[src/rtl/regfile_np.sv]
`default_nettype none
// +--------------------------------------------------------------------------+
// | regfile_np : one-write / NRD-read register file with optional bypass,     |
// |              registered reads and hardwired-zero register 0.              |
// | Rev 1.0                                                                    |
// +--------------------------------------------------------------------------+
module regfile_np #(
  parameter int WIDTH    = 32,
  parameter int DEPTH    = 32,
  parameter int AW       = $clog2(DEPTH),
  parameter int NRD      = 2,
  parameter int ZERO_REG = 1,
  parameter int BYPASS   = 1,
  parameter int REG_OUT  = 0
) (
  input  logic                 clk,
  input  logic                 rst_n,
  input  logic                 we,
  input  logic [AW-1:0]        waddr,
  input  logic [WIDTH-1:0]     wdata,
  input  logic [NRD-1:0]       re,
  input  logic [NRD*AW-1:0]    raddr,
  output logic [NRD*WIDTH-1:0] rdata,
  output logic [NRD-1:0]       rvalid
);

  // Registered reads always see post-write storage, so they forward regardless of BYPASS.
  localparam bit c_FWD  = (BYPASS != 0) || (REG_OUT != 0);
  localparam bit c_ZERO = (ZERO_REG != 0);

  logic [WIDTH-1:0] r_mem [DEPTH];
  logic             w_wr_en;

  assign w_wr_en = we && !(c_ZERO && (waddr == '0));

  always_ff @(posedge clk or negedge rst_n) begin
    if (!rst_n) begin
      for (int i = 0; i < DEPTH; i++) r_mem[i] <= '0;
    end else if (w_wr_en) begin
      r_mem[waddr] <= wdata;
    end
  end

  for (genvar k = 0; k < NRD; k++) begin : g_rd
    logic [AW-1:0]    w_addr;
    logic [WIDTH-1:0] w_val;

    assign w_addr = raddr[k*AW +: AW];

    always_comb begin
      w_val = r_mem[w_addr];
      if (c_ZERO && (w_addr == '0)) begin
        w_val = '0;
      end else if (c_FWD && we && (w_addr == waddr)) begin
        w_val = wdata;
      end
    end

    if (REG_OUT != 0) begin : g_reg
      logic [WIDTH-1:0] r_data;
      logic             r_vld;

      always_ff @(posedge clk or negedge rst_n) begin
        if (!rst_n) begin
          r_data <= '0;
          r_vld  <= 1'b0;
        end else begin
          r_data <= re[k] ? w_val : '0;
          r_vld  <= re[k];
        end
      end

      assign rdata[k*WIDTH +: WIDTH] = r_data;
      assign rvalid[k]               = r_vld;
    end else begin : g_comb
      // Outputs are forced low while reset is held, even though the path is combinational.
      assign rdata[k*WIDTH +: WIDTH] = (re[k] && rst_n) ? w_val : '0;
      assign rvalid[k]               = re[k] && rst_n;
    end
  end

endmodule
`default_nettype wire

[config.mk]
export PLATFORM = sky130hd
export DESIGN_NAME = regfile_np
export DESIGN_NICKNAME = d
export VERILOG_FILES = /design/src/rtl/regfile_np.sv
export SDC_FILE = /design/constraint.sdc
export NUM_CORES = 2
export LEC_CHECK = 0
export CORE_ASPECT_RATIO = 1.1
export CORE_MARGIN = 3
export CORE_UTILIZATION = 65
export CTS_BUF_LIST = sky130_fd_sc_hd__clkbuf_8
export DETAILED_ROUTE_END_ITERATION = 12
export HOLD_SLACK_MARGIN = 0.02
export PLACE_DENSITY_LB_ADDON = 0.12
export SLEW_MARGIN = 20
export SYNTH_ARGS = -nofsm -noshare
export SYNTH_HDL_FRONTEND = slang
export SYNTH_SLANG_ARGS = --single-unit
[constraint.sdc]
create_clock -name clk -period 3.5 [get_ports clk]
set_input_delay 0.35 -clock clk [delete_from_list [all_inputs] [get_ports clk]]
set_output_delay 0.35 -clock clk [all_outputs]
set_load 0.02 [all_outputs]
# Word level (Yosys, flattened, before mapping)
# Index checks and enable logic that the tools add are counted.
[classes]
n_addsub = 0
multipliers = 0
div = 0
order_cmp = 4
n_eq_ne = 2
n_shift = 0
n_mux = 15
bitwise_logic = 3
reduce_logical = 10
[ops]
columns = ["op", "count"]
rows = [
  ["$bwmux 1024", 1],
  ["$mux 32", 11],
  ["$bmux 32 s5", 2],
  ["$demux 32 s5", 1],
  ["$ge 6x6->1 const B", 3],
  ["$not 5->6", 3],
  ["$logic_not 5->1", 3],
  ["$eq 5x5->1", 2],
  ["$logic_and 1x1->1", 6],
  ["$lt 6x1->1 const B", 1],
  ["$logic_not 1->1", 1],
]
[word_totals]
register_bits = 1024
latch_bits = 0
ram_bits = 0
rom_bits = 0
in_bits = 52
out_inout_bits = 66
mem_count = 0

# Logic depth before layout (Yosys ltp)
[logic_depth]
depth_word = 7
ltp_mapped = 9

# Worst setup path after synthesis
# OpenSTA, ideal clock, no wires.
[synth_path]
path_type = "input to output"
from = "in raddr[5]"
to = "out rdata[63]"
arrival_time_ns = 1.983
slack_ns = 1.167
stages = 7
path_buffers = 3
cell_sequence = "buf_6 -> buf_6 -> buf_2 -> mux4_2 -> nor2_1 -> nor2_1 -> a221o_1"
[synth_between]
elab_chain_len = 7
elab_cells_between_ends = 10
cone_classes = "1 x eq/ne; 6 x mux; 1 x bitwise; 2 x reduce/logical"
[synth_rtl]
columns = ["element", "line", "source"]
rows = [
  ["from (decl)", "22", "input logic [NRD*AW-1:0] raddr,"],
  ["$not 5->6 (not written as such)", "51", "w_val = r_mem[w_addr];"],
  ["$bmux 32 s5", "51", ""],
  ["$mux 32 (not written as such) (2 in a row)", "51", ""],
  ["$mux 32", "54", "end else if (c_FWD && we && (w_addr == waddr)) begin"],
  ["$mux 32 *", "52", "if (c_ZERO && (w_addr == '0)) begin"],
  ["$mux 32 *", "77", "assign rdata[k*WIDTH +: WIDTH] = (re[k] && rst_n) ? w_val : '0;"],
  ["to (decl)", "23", "output logic [NRD*WIDTH-1:0] rdata,"],
]
# Every way passes the cells marked *; elsewhere a longest branch is shown, timed or not. The select of a mux whose other input is x is not followed.

# Worst setup path in the final report
[layout_path]
from = "reg r_mem[180] (netlist name)"
to = "out rdata[20]"
[layout_between]
elab_chain_len = 6
[layout_rtl]
columns = ["element", "line", "source"]
rows = [
  ["from (decl)", "31", "logic [WIDTH-1:0] r_mem [DEPTH];"],
  ["from (signal, indexed assignment)", "40", "r_mem[waddr] <= wdata;"],
  ["$bmux 32 s5", "51", ""],
  ["$mux 32 (not written as such) (2 in a row)", "51", ""],
  ["$mux 32", "54", ""],
  ["$mux 32", "52", ""],
  ["$mux 32", "77", ""],
]
# No other way between the ends. The select of a mux whose other input is x is not followed.

==> results.md <==
| Item | Reported | Unit |
|---|---|---|
| Postcts setup bufs | 0 | - |
| Slowest Stage Delay on Critical Path | 0.54 | ns |
| Maximum clock skew at final layout | 0 | ns |
| Detail-routed via count per cell | 7.507 | - |
| Largest net degree at the start of global routing | 209 | - |
| Category of the critical setup timing path | reg2out | - |
| Overall fraction of global-route tracks in use | 42.36 | % |
| Data arrival time of the critical path | 3.13 | ns |
| Total Wirelength | 188.4 | mm |
| Post-synthesis cell type count | 48 | - |
| Transition time at the pin with the least slew margin | 0.9652 | ns |
| HPWL after DPL | 115.2 | mm |
| Largest driver fanout on the critical path | 3 | - |
| Crit path capture type | output port | - |
| Library cell occupying the most area in the post-synthesis netlist | sky130_fd_sc_hd__dfrtp_1 | - |
| Std-Cell Rows | 111 | - |
| Data required time at the worst endpoint | 3.15 | ns |
| Die Y | 312.3 | µm |
| Initial detailed-routing violation count | 4696 | - |
| Ys async rst share | 100.0 | % |
| Crit-path cells | mux4_2 -> o21ai_2 -> a211oi_1 -> buf_4 -> a211o_1 -> clkdlybuf4s50_1 | - |
| Max-cap violations | 0 | - |
| Number of enable flip-flop cells after synthesis | 0 | - |
| Number of sinks driven by the clock tree | 1024 | - |
| Setup TNS after final layout | 0 | ns |
| Number of storage elements in the synthesis netlist | 1024 | - |
| Max rail drop VDD | 0.0003826 | V |
| Setup repair after global routing missed its margin | true | - |
| Overall die area | 88830 | µm² |
| Register with the most flip-flops | r_mem | - |
| Syn. warnings | 0 | - |
| Sequential share of the synthesized area | 46.23 | % |
| Clock insertion delay at the later pin of the skew report | 0.84 | ns |
| Path type of the worst min-delay path | reg2reg | - |
| Run status | completed | - |
| Static leakage | 28.16 | nW |
| Leading cell types by total area after synthesis | sky130_fd_sc_hd__dfrtp_1, sky130_fd_sc_hd__mux2_2, sky130_fd_sc_hd__mux4_2 | - |
| Final weighted congestion in routability-driven placement | 0.9201 | - |
| Synthesized netlist net count | 4060 | - |
| Total clock buffers created by CTS | 168 | - |
| Average cell area after synthesis | 13.83 | µm² |
| Kind of start point of the critical path | flop | - |
| Share of layout cells above drive strength 1 | 46.30 | % |
| Cell area after synthesis | 55430 | µm² |
| Post-layout utilization of the core | 75.01 | % |
| CTS tree | built | - |
| Vias after detailed routing | 40590 | - |
| Core footprint | 83890 | µm² |
| Area after detailed placement | 59240 | µm² |
| Worst rel slew slack | 35.65 | % |
| Post-place setup slack | -0.1055 | ns |
| Max Clock Freq | 0.2876 | GHz |
| Detailed-routing iteration count for the pre-antenna-repair pass | 6 | - |
| Number of remaining DRC errors | 0 | - |
| H-Tree Level Count | 4 | - |
| Remaining number of nets flagged by the antenna check after routing | 0 | - |
| Maximum root-to-sink buffer count | 3 | - |
| Number of antenna violations at the first check in global routing | 9 | - |
| Registers with the most flip-flops | r_mem: 1024 flops | - |
| Post-route clock period utilization | 99.35 | % |
| GRT Residual Overflow | 0 | - |
| I/O pin total | 118 | - |
| Final worst slack | 0.02268 | ns |
| Cell types with the highest counts after synthesis | sky130_fd_sc_hd__mux2_2, sky130_fd_sc_hd__dfrtp_1, sky130_fd_sc_hd__mux2i_1 | - |
| # nets final | 4183 | - |
| Post-detailed-route wirelength per cell | 34.85 | µm |
| Vias in the first global route | 42500 | - |
| Final std cell area, no fill | 62930 | µm² |
| Max reg flops | 1024 | - |
| Most used flip-flop cell after synthesis | sky130_fd_sc_hd__dfrtp_1 | - |
| Power per cell area | 541.7 | nW/µm² |
| Most frequently used cell type in the post-synthesis netlist | sky130_fd_sc_hd__mux2_2 | - |
| First-pass GRT wire length | 277.2 | mm |
| Number of cells produced by synthesis | 4008 | - |
| Final slew viol count | 0 | - |
| Crit path max-delay cell type | sky130_fd_sc_hd__clkdlybuf4s50_1 | - |
| Layout-stage area growth over the synthesis result | 13.51 | % |
| CTS root buf | sky130_fd_sc_hd__clkbuf_8 | - |
| Count of port buffers added during placement | 117 | - |
| Clock slew at the register clock pins of the worst setup and hold paths | 0.06 | ns |
| Fraction of post-synthesis cell area in the top cell type by area | 46.23 | % |
| Starting density of the core | 66.08 | % |
| Setup violations, final | 0 | - |
| Width of the die | 284.4 | µm |
| Final Hold Slack | 0.3913 | ns |
| Final Hold Vio Count | 0 | - |
| Final critical-path required period | 3.477 | ns |
kinds of logic (layout without fill, tap and decap cells):
family / after synthesis / after routing / synth area share [%]
compound gates: 575 / 575 / 7.457
xor+xnor: 10 / 10 / 0.1580
buf+inv: 462 / 722 / 4.033
flops: 1024 / 1024 / 46.23
mux: 1714 / 1714 / 40.22
other cells: 0 / 8 / 0
simple gates: 223 / 223 / 1.905
worst max-delay path: cells and delay by family, from the launching register on:
family / cells / cell delay (ns)
mux: 1 / 0.49
compound gates: 3 / 0.67
buf+inv: 2 / 0.70
flops: 1 / 0.40
cells in the final DEF (no fill, tap or decap), drive strengths merged, types with 8 or more instances in the layout:
cell type,count
diode,8
mux2,1068
a21oi,60
buf,301
clkbuf,219
dfrtp,1024
a2111o,10
nor3,65
mux2i,342
dlygate4sd2,9
nor2,62
o22ai,92
nand2,56
a211oi,73
o221ai,161
clkinv,12
inv,77
a22oi,14
a211o,46
clkdlybuf4s50,92
o21ai,101
xnor2,10
mux4,304
a221o,8
report_power, final:
group / internal (W) / switching, W / leakage (nW) / total (W)
combinational: 0.00405 / 0.00319 / 13.0 / 0.00725
sequential: 0.0141 / 0.00175 / 13.1 / 0.0159
clock: 0.00597 / 0.00502 / 2.05 / 0.0110
total: 0.0241 / 0.00997 / 28.2 / 0.0341
final cells by class:
| class | count | area (µm²) |
|---|---|---|
| clock inverter | 89 | 550.5 |
| fill | 5332 | 20960 |
| multi-input combinational | 2522 | 27860 |
| sequential | 1024 | 25620 |
| tap | 1130 | 1414 |
| clock buffer | 218 | 3000 |
| timing repair buffer | 407 | 4420 |
| antenna | 8 | 20.02 |
| inverter | 8 | 31.28 |
repair_timing:
action	4_1_cts	5_1_grt
resized for setup	28	9
endpoints found under the hold margin	189	0
pin swaps	1	0
hold buffers	1	0
setup endpoints to repair	17	11
metrics by stage:
step | power (W) | cells
global route | 0.03538 | 5404
global placement | 0.02243 | 5089
CTS | 0.03400 | 5397
detailed placement | 0.02306 | 5089
finish | 0.03409 | 5406
floorplan | 0.02053 | 4008
path summary, 6_finish.rpt:
path | startpoint | endpoint | slack (ns) | cells past startpoint
setup / recovery | r_mem[180] | rdata[20] | 0.02 | 6
setup reg to reg | r_mem[376] | r_mem[376] | 2.67 | 1
hold / removal | r_mem[1014] | r_mem[1014] | 0.39 | 0
max in group asynchronous | rst_n | r_mem[306] | 1.24 | 5
min in group asynchronous | rst_n | r_mem[350] | 0.51 | 3
hold reg to reg | r_mem[1014] | r_mem[1014] | 0.39 | 0
layer usage:
layer	vias up	wire (µm)	GRT usage, %
met5	-	18	0
met4	2	15780	30.04
met3	894	20730	11.44
met2	2851	85080	63.99
met1	21090	66780	53.34
li1	15750	-	-
(Power assumes the default switching activity.)
